===== src/rtl/dense_pkg.sv =====
// Shared state encoding, status layout and saturation helpers for the dense layer engine.
package dense_pkg;

  typedef enum logic [3:0] {
    S_IDLE     = 4'd0,
    S_RD_X     = 4'd1,
    S_WT_X     = 4'd2,
    S_RD_W     = 4'd3,
    S_WT_W     = 4'd4,
    S_MAC      = 4'd5,
    S_NEXT_IN  = 4'd6,
    S_WR_Y     = 4'd7,
    S_NEXT_OUT = 4'd8,
    S_DONE     = 4'd9
  } state_t;

  localparam int ST_STATE_LSB = 0;
  localparam int ST_IN_LSB    = 4;
  localparam int ST_OUT_LSB   = 16;

  // {above max, below min} of a w-bit signed range
  function automatic logic [1:0] clip_flags(input logic signed [63:0] v, input int w);
    logic signed [63:0] hi, lo;
    hi = (64'sd1 <<< (w - 1)) - 64'sd1;
    lo = -hi - 64'sd1;
    return {v > hi, v < lo};
  endfunction

  function automatic logic signed [63:0] shift_right(input logic signed [63:0] v, input int sh);
    return v >>> sh;
  endfunction

  function automatic logic [31:0] pack_status(input logic [15:0] o, input logic [11:0] i,
                                              input logic [3:0] s);
    logic [31:0] r;
    r = '0;
    r[ST_OUT_LSB +: 16]  = o;
    r[ST_IN_LSB +: 12]   = i;
    r[ST_STATE_LSB +: 4] = s;
    return r;
  endfunction

endpackage


===== src/rtl/dense_mac_sat.sv =====
// Saturating accumulate and output quantiser (shift, clamp to DATA_W, optional ReLU).
module dense_mac_sat
  import dense_pkg::*;
#(
  parameter int DATA_W     = 16,
  parameter int ACC_W      = 32,
  parameter int FRAC_SHIFT = 0,
  parameter int RELU       = 0
) (
  input  logic signed [ACC_W-1:0]  acc,
  input  logic signed [DATA_W-1:0] w,
  output logic signed [ACC_W-1:0]  acc_sum,
  output logic signed [DATA_W-1:0] q
);

  localparam logic signed [ACC_W-1:0]  ACC_MAX = {1'b0, {(ACC_W-1){1'b1}}};
  localparam logic signed [ACC_W-1:0]  ACC_MIN = {1'b1, {(ACC_W-1){1'b0}}};
  localparam logic signed [DATA_W-1:0] Q_MAX   = {1'b0, {(DATA_W-1){1'b1}}};
  localparam logic signed [DATA_W-1:0] Q_MIN   = {1'b1, {(DATA_W-1){1'b0}}};

  logic signed [63:0]        sum_wide, shifted;
  logic [1:0]                sum_clip, q_clip;
  logic signed [DATA_W-1:0]  q_sat;

  always_comb begin
    sum_wide = 64'(acc) + 64'(w);
    sum_clip = clip_flags(sum_wide, ACC_W);
    if (sum_clip[1])      acc_sum = ACC_MAX;
    else if (sum_clip[0]) acc_sum = ACC_MIN;
    else                  acc_sum = sum_wide[ACC_W-1:0];

    shifted = shift_right(64'(acc), FRAC_SHIFT);
    q_clip  = clip_flags(shifted, DATA_W);
    if (q_clip[1])      q_sat = Q_MAX;
    else if (q_clip[0]) q_sat = Q_MIN;
    else                q_sat = shifted[DATA_W-1:0];

    q = (RELU != 0 && q_sat[DATA_W-1]) ? '0 : q_sat;
  end

endmodule


===== src/rtl/dense_layer_engine.sv =====
// Avalon-MM master computing one zero-skipping fully connected layer out of SDRAM.
//
// state    | meaning
// IDLE     | waiting for start
// RD_X     | read of x[in_idx] on the bus
// WT_X     | waiting for x data, zero x skips the weight
// RD_W     | read of w[out_idx][in_idx] on the bus
// WT_W     | waiting for weight data
// MAC      | saturating accumulate of the weight
// NEXT_IN  | advance input or start output write
// WR_Y     | write of quantised y[out_idx]
// NEXT_OUT | advance output node or finish
// DONE     | done held until start drops
module dense_layer_engine
  import dense_pkg::*;
#(
  parameter int DATA_W     = 16,
  parameter int ADDR_W     = 32,
  parameter int ACC_W      = 32,
  parameter int N_IN       = 784,
  parameter int N_OUT      = 200,
  parameter int X_BASE     = 600000,
  parameter int W_BASE     = 800,
  parameter int Y_BASE     = 400000,
  parameter int FRAC_SHIFT = 0,
  parameter int RELU       = 0
) (
  input  logic                  clk,
  input  logic                  reset_n,
  input  logic                  waitrequest,
  input  logic                  readdatavalid,
  input  logic [DATA_W-1:0]     readdata,
  output logic                  chipselect,
  output logic [DATA_W/8-1:0]   byteenable,
  output logic                  read_n,
  output logic                  write_n,
  output logic [ADDR_W-1:0]     address,
  output logic [DATA_W-1:0]     writedata,
  input  logic                  start,
  output logic                  done,
  output logic                  busy,
  output logic [31:0]           status
);

  localparam logic [ADDR_W-1:0] STEP     = ADDR_W'(DATA_W / 8);
  localparam logic [ADDR_W-1:0] X0       = ADDR_W'(X_BASE);
  localparam logic [ADDR_W-1:0] W0       = ADDR_W'(W_BASE);
  localparam logic [ADDR_W-1:0] Y0       = ADDR_W'(Y_BASE);
  localparam logic [15:0]       LAST_IN  = 16'(N_IN - 1);
  localparam logic [15:0]       LAST_OUT = 16'(N_OUT - 1);

  state_t                    state, state_nx;
  logic                      read_n_nx, write_n_nx, done_nx;
  logic [ADDR_W-1:0]         address_nx, x_ptr, x_ptr_nx, w_ptr, w_ptr_nx, y_ptr, y_ptr_nx;
  logic [DATA_W-1:0]         writedata_nx, w_reg, w_reg_nx;
  logic signed [ACC_W-1:0]   acc, acc_nx, acc_sum;
  logic signed [DATA_W-1:0]  q;
  logic [15:0]               in_idx, in_idx_nx, out_idx, out_idx_nx;

  dense_mac_sat #(
    .DATA_W(DATA_W), .ACC_W(ACC_W), .FRAC_SHIFT(FRAC_SHIFT), .RELU(RELU)
  ) u_mac (
    .acc(acc), .w(w_reg), .acc_sum(acc_sum), .q(q)
  );

  always_ff @(posedge clk or negedge reset_n) begin
    if (!reset_n) begin
      state     <= S_IDLE;
      read_n    <= 1'b1;
      write_n   <= 1'b1;
      address   <= '0;
      writedata <= '0;
      done      <= 1'b0;
      acc       <= '0;
      in_idx    <= '0;
      out_idx   <= '0;
      x_ptr     <= '0;
      w_ptr     <= '0;
      y_ptr     <= '0;
      w_reg     <= '0;
    end else begin
      state     <= state_nx;
      read_n    <= read_n_nx;
      write_n   <= write_n_nx;
      address   <= address_nx;
      writedata <= writedata_nx;
      done      <= done_nx;
      acc       <= acc_nx;
      in_idx    <= in_idx_nx;
      out_idx   <= out_idx_nx;
      x_ptr     <= x_ptr_nx;
      w_ptr     <= w_ptr_nx;
      y_ptr     <= y_ptr_nx;
      w_reg     <= w_reg_nx;
    end
  end

  // Bus strobes are set on the transition into a bus state so every output is a flop.
  always_comb begin
    state_nx     = state;
    read_n_nx    = read_n;
    write_n_nx   = write_n;
    address_nx   = address;
    writedata_nx = writedata;
    done_nx      = done;
    acc_nx       = acc;
    in_idx_nx    = in_idx;
    out_idx_nx   = out_idx;
    x_ptr_nx     = x_ptr;
    w_ptr_nx     = w_ptr;
    y_ptr_nx     = y_ptr;
    w_reg_nx     = w_reg;
    unique case (state)
      S_IDLE: if (start) begin
        in_idx_nx  = '0;
        out_idx_nx = '0;
        acc_nx     = '0;
        x_ptr_nx   = X0;
        w_ptr_nx   = W0;
        y_ptr_nx   = Y0;
        read_n_nx  = 1'b0;
        address_nx = X0;
        state_nx   = S_RD_X;
      end
      S_RD_X, S_RD_W: if (!waitrequest) begin
        read_n_nx = 1'b1;
        state_nx  = (state == S_RD_X) ? S_WT_X : S_WT_W;
      end
      S_WT_X: if (readdatavalid) begin
        if (readdata != '0) begin
          read_n_nx  = 1'b0;
          address_nx = w_ptr;
          state_nx   = S_RD_W;
        end else begin
          w_ptr_nx = w_ptr + STEP;
          state_nx = S_NEXT_IN;
        end
      end
      S_WT_W: if (readdatavalid) begin
        w_reg_nx = readdata;
        state_nx = S_MAC;
      end
      S_MAC: begin
        acc_nx   = acc_sum;
        w_ptr_nx = w_ptr + STEP;
        state_nx = S_NEXT_IN;
      end
      S_NEXT_IN: if (in_idx == LAST_IN) begin
        write_n_nx   = 1'b0;
        address_nx   = y_ptr;
        writedata_nx = q;
        state_nx     = S_WR_Y;
      end else begin
        in_idx_nx  = in_idx + 16'd1;
        x_ptr_nx   = x_ptr + STEP;
        read_n_nx  = 1'b0;
        address_nx = x_ptr + STEP;
        state_nx   = S_RD_X;
      end
      S_WR_Y: if (!waitrequest) begin
        write_n_nx = 1'b1;
        y_ptr_nx   = y_ptr + STEP;
        state_nx   = S_NEXT_OUT;
      end
      S_NEXT_OUT: begin
        acc_nx    = '0;
        in_idx_nx = '0;
        x_ptr_nx  = X0;
        if (out_idx == LAST_OUT) begin
          done_nx  = 1'b1;
          state_nx = S_DONE;
        end else begin
          out_idx_nx = out_idx + 16'd1;
          read_n_nx  = 1'b0;
          address_nx = X0;
          state_nx   = S_RD_X;
        end
      end
      S_DONE: if (!start) begin
        done_nx  = 1'b0;
        state_nx = S_IDLE;
      end
      default: state_nx = S_IDLE;
    endcase
  end

  assign chipselect = 1'b1;
  assign byteenable = '1;
  assign busy       = (state != S_IDLE) && (state != S_DONE);
  assign status     = pack_status(out_idx, in_idx[11:0], state);

endmodule


===== config.mk =====
export PLATFORM = sky130hd
export DESIGN_NAME = dense_layer_engine
export DESIGN_NICKNAME = d
export VERILOG_FILES = /design/src/rtl/dense_pkg.sv /design/src/rtl/dense_mac_sat.sv /design/src/rtl/dense_layer_engine.sv
export SDC_FILE = /design/constraint.sdc
export NUM_CORES = 1
export LEC_CHECK = 0
export ABC_CLOCK_PERIOD_IN_PS = 5500
export CORE_UTILIZATION = 40
export CTS_BUF_LIST = sky130_fd_sc_hd__clkbuf_2
export DETAILED_ROUTE_END_ITERATION = 8
export PLACE_DENSITY = 0.69
export SYNTH_ARGS = -nofsm -noshare
export SYNTH_HDL_FRONTEND = slang
export SYNTH_SLANG_ARGS = --single-unit

===== constraint.sdc =====
create_clock -name clk -period 5.5 [get_ports clk]
set_clock_uncertainty 0.2 [all_clocks]
set_input_delay 1.65 -clock clk [delete_from_list [all_inputs] [get_ports clk]]
set_output_delay 1.65 -clock clk [all_outputs]
set_load 0.03 [all_outputs]

==> results of run 1 <==
==> path summary, 6_finish.rpt <==
path,from,end,slack (ns),cells after the start
min,address[17],address[17],0.29,2
max reg2reg,acc[0],acc[7],1.33,11
min reg2reg,address[17],address[17],0.29,2
max in group asynchronous,reset_n,in_idx[15],3.59,2
max,state[3],busy,0.83,3
min in group asynchronous,reset_n,w_reg[15],0.53,1
==> cells in the mapped netlist (10+ instances only) <==
cell type,count
a211oi_1,11
a21o_1,17
a21oi_1,68
a221o_1,29
a221oi_1,10
and2_1,12
and3_1,27
buf_4,17
clkbuf_1,49
dfrtp_1,226
ha_1,37
inv_1,20
mux2_2,18
nand2_1,154
nand3_1,57
nand4_1,28
nor2_1,163
nor2b_1,14
nor3_1,21
nor4_1,18
o21a_1,10
o21ai_0,122
o22ai_1,10
o31ai_1,12
or3_1,15
xnor2_1,54
xor2_1,61
==> area by class of cell <==
| type | instances | area share |
|---|---|---|
| multi-input combinational | 1099 | 0.4603 |
| sequential | 228 | 0.3803 |
| timing repair buffer | 123 | 0.08003 |
| tap | 435 | 0.03626 |
| clock buffer | 86 | 0.02868 |
| clock inverter | 20 | 0.009086 |
| inverter | 20 | 0.005002 |
| antenna | 2 | 0.0003334 |
==> power by group <==
part | internal [uW] | switching, uW | leakage (uW)
Clock | 517 | 711 | 0.000424
Sequential | 1950 | 352 | 0.00298
Combinational | 1310 | 2000 | 0.00304
==> cells by family (layout without fill, tap and decap cells) <==
group | count (synthesis) | in the layout | share of synthesized area
XOR/XNOR | 116 | 116 | 0.07851
AO/OA/AOI/OAI | 362 | 362 | 0.1842
other | 1 | 5 | 0.0002877
adder cells (fa/ha/maj) | 38 | 38 | 0.03705
flip-flops | 228 | 228 | 0.4379
multiplexers | 20 | 20 | 0.01708
AND/OR/NAND/NOR | 560 | 560 | 0.2095
buffers and inverters | 101 | 249 | 0.03551
==> critical path: cells and delay by family (launching register included) <==
family,cells,cell delay (ns)
flops,1,1.01
simple gates,1,0.10
xor+xnor,1,0.12
buf+inv,1,0.71
==> per-layer routing <==
metal  global-route usage  wire length (um)  vias to the layer above
li1                     -                 -                     5401
met2               0.3073             15080                      378
met3              0.03891              2351                       67
met1               0.2986             15810                     5468
met4              0.08134               967                        0
met5                    0                 0                        -
==> per-stage QoR <==
step	hold slack (ns)	area, um^2	power, uW	instances	setup slack [ns]
2_1_floorplan	0.2695	13040	4705	1428	1.504
3_3_place_gp	0.2667	14440	5529	1905	0.7820
3_5_place_dp	0.2740	14440	5608	1905	0.7140
4_1_cts	0.2945	15000	6858	2011	0.7591
5_1_grt	0.3149	15010	7354	2013	0.6258
6_report	0.2859	15010	6841	2013	0.8316
==> flow_summary.yaml, run 1 <==
outcome:
  status: "complete, no violations"
cts:
  path_clk_slew_ns: 0.10
  cts_hold_buf: 0
  cts_max_path_buffers: 3
  cts_tree: "built"
  cts-resized-gates: 0
  cts_setup_buffers: 0
  cts_inserted_buffers: 60
  clock-sinks: 228
  htreeDepth: 2
  clock_tree.root_cell: "clkbuf_2"
  clkLatencyLatePin_ns: 0.88
critical_path:
  path_cells: "xnor2_1 -> nand2_1 -> clkdlybuf4s50_1"
  slowest_stage: "dfrtp_1"
  crit_arrival_ns: 2.82
  crit_type: "flop to output pin"
  required_ns: 3.65
  cp_slowest_stage_delay_ns: 1.01
  cp-start-kind: "flop"
  path_max_fanout: 25
  end_kind: "output pin"
synth:
  synth_top_area_cell: "dfrtp_1"
  ys_ff_latch: 228
  synth_edf_count: 0
  syn-cell-area_um2: 13040
  synth_area_per_cell_um2: 9.142
  async_reset_ff_frac: 1.000
  ys_types: 90
  synth_top_area_frac: 0.4338
  synthTopCellsByArea: "dfrtp_1, nor2_1, o21ai_0, nand2_1, xor2_1"
  ys_seq_area_frac: 0.4379
  synth-main-ff-cell: "dfrtp_1"
  netlist_instances: 1426
  synth_warnings: 0
sta:
  rsz0062_at_grt: "false"
  min_period_over_period: 0.8488
  slew_headroom: 0.2036
  tightest_slew_ns: 1.191
  setup_viol: 0
  fin_tns_setup_ns: 0
  fin_crit_ns: 4.668
  hold_violations: 0
  fmax_ghz: 0.2142
  report.final.slew_viol_count: 0
drt:
  dr.pass1.iters: 5
  drc_errors: 0
  vias_per_cell: 5.620
  postRouteAntennaNets: 0
  wl_per_cell_um: 17.00
  num_vias: 11310
  drt-total-wl_mm: 34.21
  drt_iter0_drc: 876
layout:
  reg_top3: "acc: 32 flops, address: 32 flops"
  fill_cells: 3030
  multi_input_area_um2: 6909
  seq_area_um2: 5708
  drive_above_1_share: 0.1041
  final_common_cell: "dfrtp_1"
  nNetsFinal: 1591
  layout_common_cells: "dfrtp_1, nor2_1, nand2_1, o21ai_0, clkdlybuf4s50_1"
  area_delta_synth_final_pct: 15.14
  utilization: 0.4720
flow_run:
  max_cap_viol_count: 0
die:
  fp.coreArea_um2: 31800
  start_util: 0.4100
  die_area_um2: 33320
  rows: 65
  io_pins: 108
  die_h_um: 182.5
  die_width_um: 182.5
pwr:
  irDropWorstVdd_uv: 195.6
  static-leakage-power_uw: 0.006447
  powerDensity_nw_per_um2: 455.8
placed_design:
  globalplace.congestion: 0.8691
  numPortBuffers: 104
  place_hpwl_mm: 23.98
grt:
  first_global_vias: 10730
  grt_max_degree: 88
  grt_pass1_wl_mm: 55.77
  grt_usage: 0.2076
  overflow: 0
  antenna_found_initial: 2
worst_hold_path:
  hp-class: "flop to flop"
Power figures use the tool's default switching activity.
==> inputs of run 2 (changes only) <==
ABC_CLOCK_PERIOD_IN_PS = 4600   (was 5500)
clock period = 4.6 ns   (was 5.5 ns; I/O delays follow)
==> run 2 against run 1 <==
  * Global-route usage up 0.11 points
  * Final area grew 0.76%
  * Via count barely moved
  * Highest routed layer unchanged
  * Count of clock-buffer cells in the layout is the same
  * Sequential share of layout area shrank 0.29 points
  * Clock power up 22%
  * Non-clock buffer count rose by 14
  * Die area stayed put
  * Critical endpoint unchanged
==> flow_summary.yaml, run 2 (synthesis gave the netlist of run 1 again) <==
outcome:
  status: "complete, no violations"
cts:
  cts_setup_buffers: 0
  clkLatencyLatePin_ns: 0.89
  cts_tree: "built"
  cts_hold_buf: 0
  clock-sinks: 228
  clock_tree.root_cell: "clkbuf_2"
  cts-resized-gates: 0
  htreeDepth: 2
  cts_inserted_buffers: 61
  path_clk_slew_ns: 0.15
  cts_max_path_buffers: 3
layout:
  reg_top3: "acc: 32 flops, address: 32 flops"
  nNetsFinal: 1606
  area_delta_synth_final_pct: 16.01
  final_cells: 2031
  drive_above_1_share: 0.1154
  final_common_cell: "dfrtp_1"
  layout_common_cells: "dfrtp_1, nor2_1, nand2_1, o21ai_0, clkdlybuf4s50_1"
pwr:
  powerDensity_nw_per_um2: 544.6
  static-leakage-power_uw: 0.006548
  irDropWorstVdd_uv: 288.5
drt:
  wl_per_cell_um: 16.85
  num_vias: 11310
  drc_errors: 0
  drt_iter0_drc: 829
  dr.pass1.iters: 6
  vias_per_cell: 5.567
  postRouteAntennaNets: 0
  drt-total-wl_mm: 34.23
sta:
  min_period_over_period: 0.9406
  hold_violations: 0
  rsz0062_at_grt: "false"
  report.final.slew_viol_count: 0
  fin_crit_ns: 4.327
  setup_viol: 0
  fmax_ghz: 0.2311
  fin_tns_setup_ns: 0
  tightest_slew_ns: 0.8648
  slew_headroom: 0.4208
die:
  fp.coreArea_um2: 31800
  rows: 65
  die_area_um2: 33320
  start_util: 0.4100
  die_width_um: 182.5
  die_h_um: 182.5
  io_pins: 108
grt:
  overflow: 0
  grt_pass1_wl_mm: 56.32
  first_global_vias: 11000
  grt_usage: 0.2087
  grt_max_degree: 76
  antenna_found_initial: 1
critical_path:
  r2r_start: "w_reg[15]"
  rrSetupSlack_ns: 0.70
  path_cells: "nor2_1 -> nand2_1 -> clkdlybuf4s50_1"
  required_ns: 3.02
  crit_type: "flop to output pin"
  slowest_stage: "dfrtp_1"
  crit_arrival_ns: 2.75
  crit_start: "state[2]"
  cp_slowest_stage_delay_ns: 0.86
  path_max_fanout: 26
  end_kind: "output pin"
  cp-start-kind: "flop"
worst_hold_path:
  hp-class: "input pin to asynchronous set/reset pin"
placed_design:
  place_hpwl_mm: 24.51
  globalplace.congestion: 0.8981
  numPortBuffers: 104
  dpl.cell_count: 1919
flow_run:
  max_cap_viol_count: 0
==> run 2: cell count changes in the layout (fill, tap and decap cells not counted) <==
cell / previous run / this run
buf_4: 18 / 32
clkinv_2: 4 / 12
clkinv_1: 12 / 10
a41oi_1: 1 / 2
a41oi_2: 1 / 0
clkinvlp_4: 1 / 0
diode_2: 2 / 1
nor3_2: 0 / 1
nor3_4: 2 / 1
==> run 2: worst paths after layout <==
kind	cells past startpoint	endpoint
max in group asynchronous	2	w_ptr[31]
worst max register to register	9	acc[3]
worst max-delay path	3	busy
worst min register to register	2	address[5]
worst min-delay path	1	acc[22]
min in group clk	2	address[5]
==> run 2: metal layers <==
metal	wire, um	share of wire	up-vias	track usage
met3	2189	0.064	73	0.03692
li1	-	-	5442	-
met1	15950	0.47	5443	0.2953
met5	0	0	-	0
met4	1118	0.033	0	0.08471
met2	14970	0.44	349	0.3150
==> run 2: area by class of cell <==
| type | instances | area, um^2 |
|---|---|---|
| fill | 3026 | 16680 |
| multi-input combinational | 1099 | 6895 |
| clock inverter | 25 | 161.4 |
| clock buffer | 86 | 430.4 |
| inverter | 20 | 75.07 |
| sequential | 228 | 5708 |
| antenna | 1 | 2.502 |
| timing repair buffer | 137 | 1306 |
| tap | 435 | 544.3 |
==> run 2: stage by stage <==
step	utilization	hold WS, ns	cell area [um^2]	setup WS [ns]	total power, uW
2_1_floorplan	-	0.2695	13040	0.8738	5626
3_3_place_gp	0.4569	0.2651	14530	0.2220	6647
3_5_place_dp	0.4569	0.2730	14530	0.1565	6722
4_1_cts	0.4755	0.1962	15120	0.2095	8249
5_1_grt	0.4756	0.2150	15120	0.1177	8863
6_report	0.4756	0.2281	15120	0.2730	8236
==> run 2: report_power, final <==
group	internal [uW]	switching (uW)	total [uW]
clock network	628	874	1500
registers	2330	414	2750
logic	1600	2390	3990
total	4560	3680	8240
==> run 2: worst max-delay path: cells and delay by family, from the launching register on <==
kind / cells / cell delay [ns]
flip-flops: 1 / 0.86
buffers and inverters: 1 / 0.72
AND/OR/NAND/NOR: 2 / 0.32
==> inputs of run 3 (changes only) <==
SLEW_MARGIN = 15   (was not set)
==> results of run 3 <==
Final layout, timing and power as in run 2 (identical DEF).
==> RTL edit: new RTL, flow settings as in run 3 <==
One comparison of `out_idx` changes from == to >=.
--- a/src/rtl/dense_layer_engine.sv
+++ b/src/rtl/dense_layer_engine.sv
@@ -166,7 +166,7 @@
         acc_nx    = '0;
         in_idx_nx = '0;
         x_ptr_nx  = X0;
-        if (out_idx == LAST_OUT) begin
+        if (out_idx >= LAST_OUT) begin
           done_nx  = 1'b1;
           state_nx = S_DONE;
         end else begin
Behaviour: no difference found for any inputs over 4 cycles, from zero or initial values and one cycle with reset_n low; that may be too few to reach the edited logic, so the function may still have changed.
==> RTL edit against run 3 <==
Design area decreased by 2.2%; synthesized cell count fell by 1.6%; global-route usage increased by 0.079 points; area after synthesis decreased by 2.1%; count of clock-buffer cells in the layout unchanged; routed wire length fell by 1.6%; worst setup slack improved by 0.091 ns; sequential share of layout area grew 0.84 points; sequential cell count is the same; total power decreased by 4.8%; sequential power shrank 1%; critical path type unchanged; largest cell class unchanged.
==> RTL edit: results (changes against run 3) <==
- Met1 GRT Util: 27.67% (-1.9 points)
- DR iter-0 viols: 817 (-1.4%)
- DR WL/cell: 17.06 microns (+1.3%)
- Place WS: 0.3212 ns (+0.1646 ns)
- Pre-antenna DRT Iters: 7 (+1)
- Tot GR Track Use: 20.95% (+0.079 points)
- Met2 Use GR: 33.52% (+2.0 points)
- Detailed-placement wirelength estimate: 23.68 mm (-3.4%)
- Met2 Routed Length: 15.54 mm (+3.8%)
- Mapped Cells: 1,403 (-1.6%)
- Share of layout cells above drive strength 1: 10.45% (-1.1 points)
- Slew @ Worst Pin: 1.083 ns (+0.2186 ns)
- First-pass GRT wire length: 55.81 mm (-0.91%)
- Seq/Total Area, Yosys: 44.74% (+0.96 points)
- Critical Path Fanout Max: 21 (-19%)
- Pin count of the biggest net entering global routing: 87 (+14%)
- Pleak: 6.602 nW (+0.82%)
- Outcome: finished, final reports clean
- Net count, final: 1,581 (-1.6%)
- Placed instance count: 1,861 (-3.0%)
- Met1 Wirelength: 15.12 mm (-5.2%)
- DR vias/cell: 5.683 (+2.1%)
- Gpl congestion: 0.9087 (+1.2%)
- Met3 Track Usage GR: 4.386% (+0.69 points)
- Met3 WL: 2.145 mm (-2.0%)
- Total power divided by cell area: 530.2 nW/um^2 (-2.6%)
- Worst reg2reg path endpoint: acc[27]
- Synth unique cells: 71 (-21%)
- Synth cell count leaders: 226 x dfrtp_1, 189 x nor2_1, 155 x nand2_1, 98 x a21oi_1, 85 x o21ai_0
- Worst-path clk slew: 0.12 ns (-0.03 ns)
- R2r setup slk: 0.84 ns (+0.14 ns)
- Ranking of synthesized cells by area: dfrtp_1 44%, nor2_1 5.6%, xor2_1 4.7%
RTL edit: changes by cell type in the layout (fill, tap and decap cells not counted), sizes merged, moves of 9 or more:
cell,run 3,this run
o21ai,126,86
a31oi,10,19
and2,14,4
nor2,163,189
a21oi,69,100
a221oi,10,23
a21o,17,34
xnor2,55,45
RTL edit: kinds of logic after synthesis:
kind of cell	after synthesis	share of synthesized area [%]
and+or+nand+nor	541	19.90
AOI/OAI and AO/OA	359	18.51
DFF	228	44.74
xor gates and xnor gates	113	7.758
buffers and inverters	105	3.707
adders and majority gates	38	3.786
muxes	18	1.569
other	1	0.02940
RTL edit: report_power, final:
part / leakage [nW] / internal, mW / switching (mW) / total, mW
combinational: 3.24 / 1.41 / 2.26 / 3.66
clock: 0.422 / 0.574 / 0.896 / 1.47
sequential: 2.94 / 2.36 / 0.345 / 2.71
total: 6.60 / 4.35 / 3.50 / 7.84
RTL edit: worst min path at each step:
stage                             start  slack (ns)  cells past startpoint       endpoint
final                           reset_n        0.27                      1      x_ptr[21]
after global routing            reset_n        0.24                      1      x_ptr[22]
after CTS                       reset_n        0.22                      1      x_ptr[16]
after detailed placement  writedata[12]        0.27                      2  writedata[12]
after global placement    writedata[14]        0.27                      2  writedata[14]
after floorplan               w_ptr[24]        0.26                      1      w_ptr[24]
RTL edit: final cells by class:
class                           instances  share of cell area, %
Antenna cell                            1                0.01692
Clock buffer                           86                  2.910
Inverter                               24                 0.6090
Timing Repair Buffer                  135                  8.729
Clock inverter                         25                 0.9558
Tap cell                              402                  3.400
Sequential cell                       228                  38.59
Multi-Input combinational cell       1072                  44.79
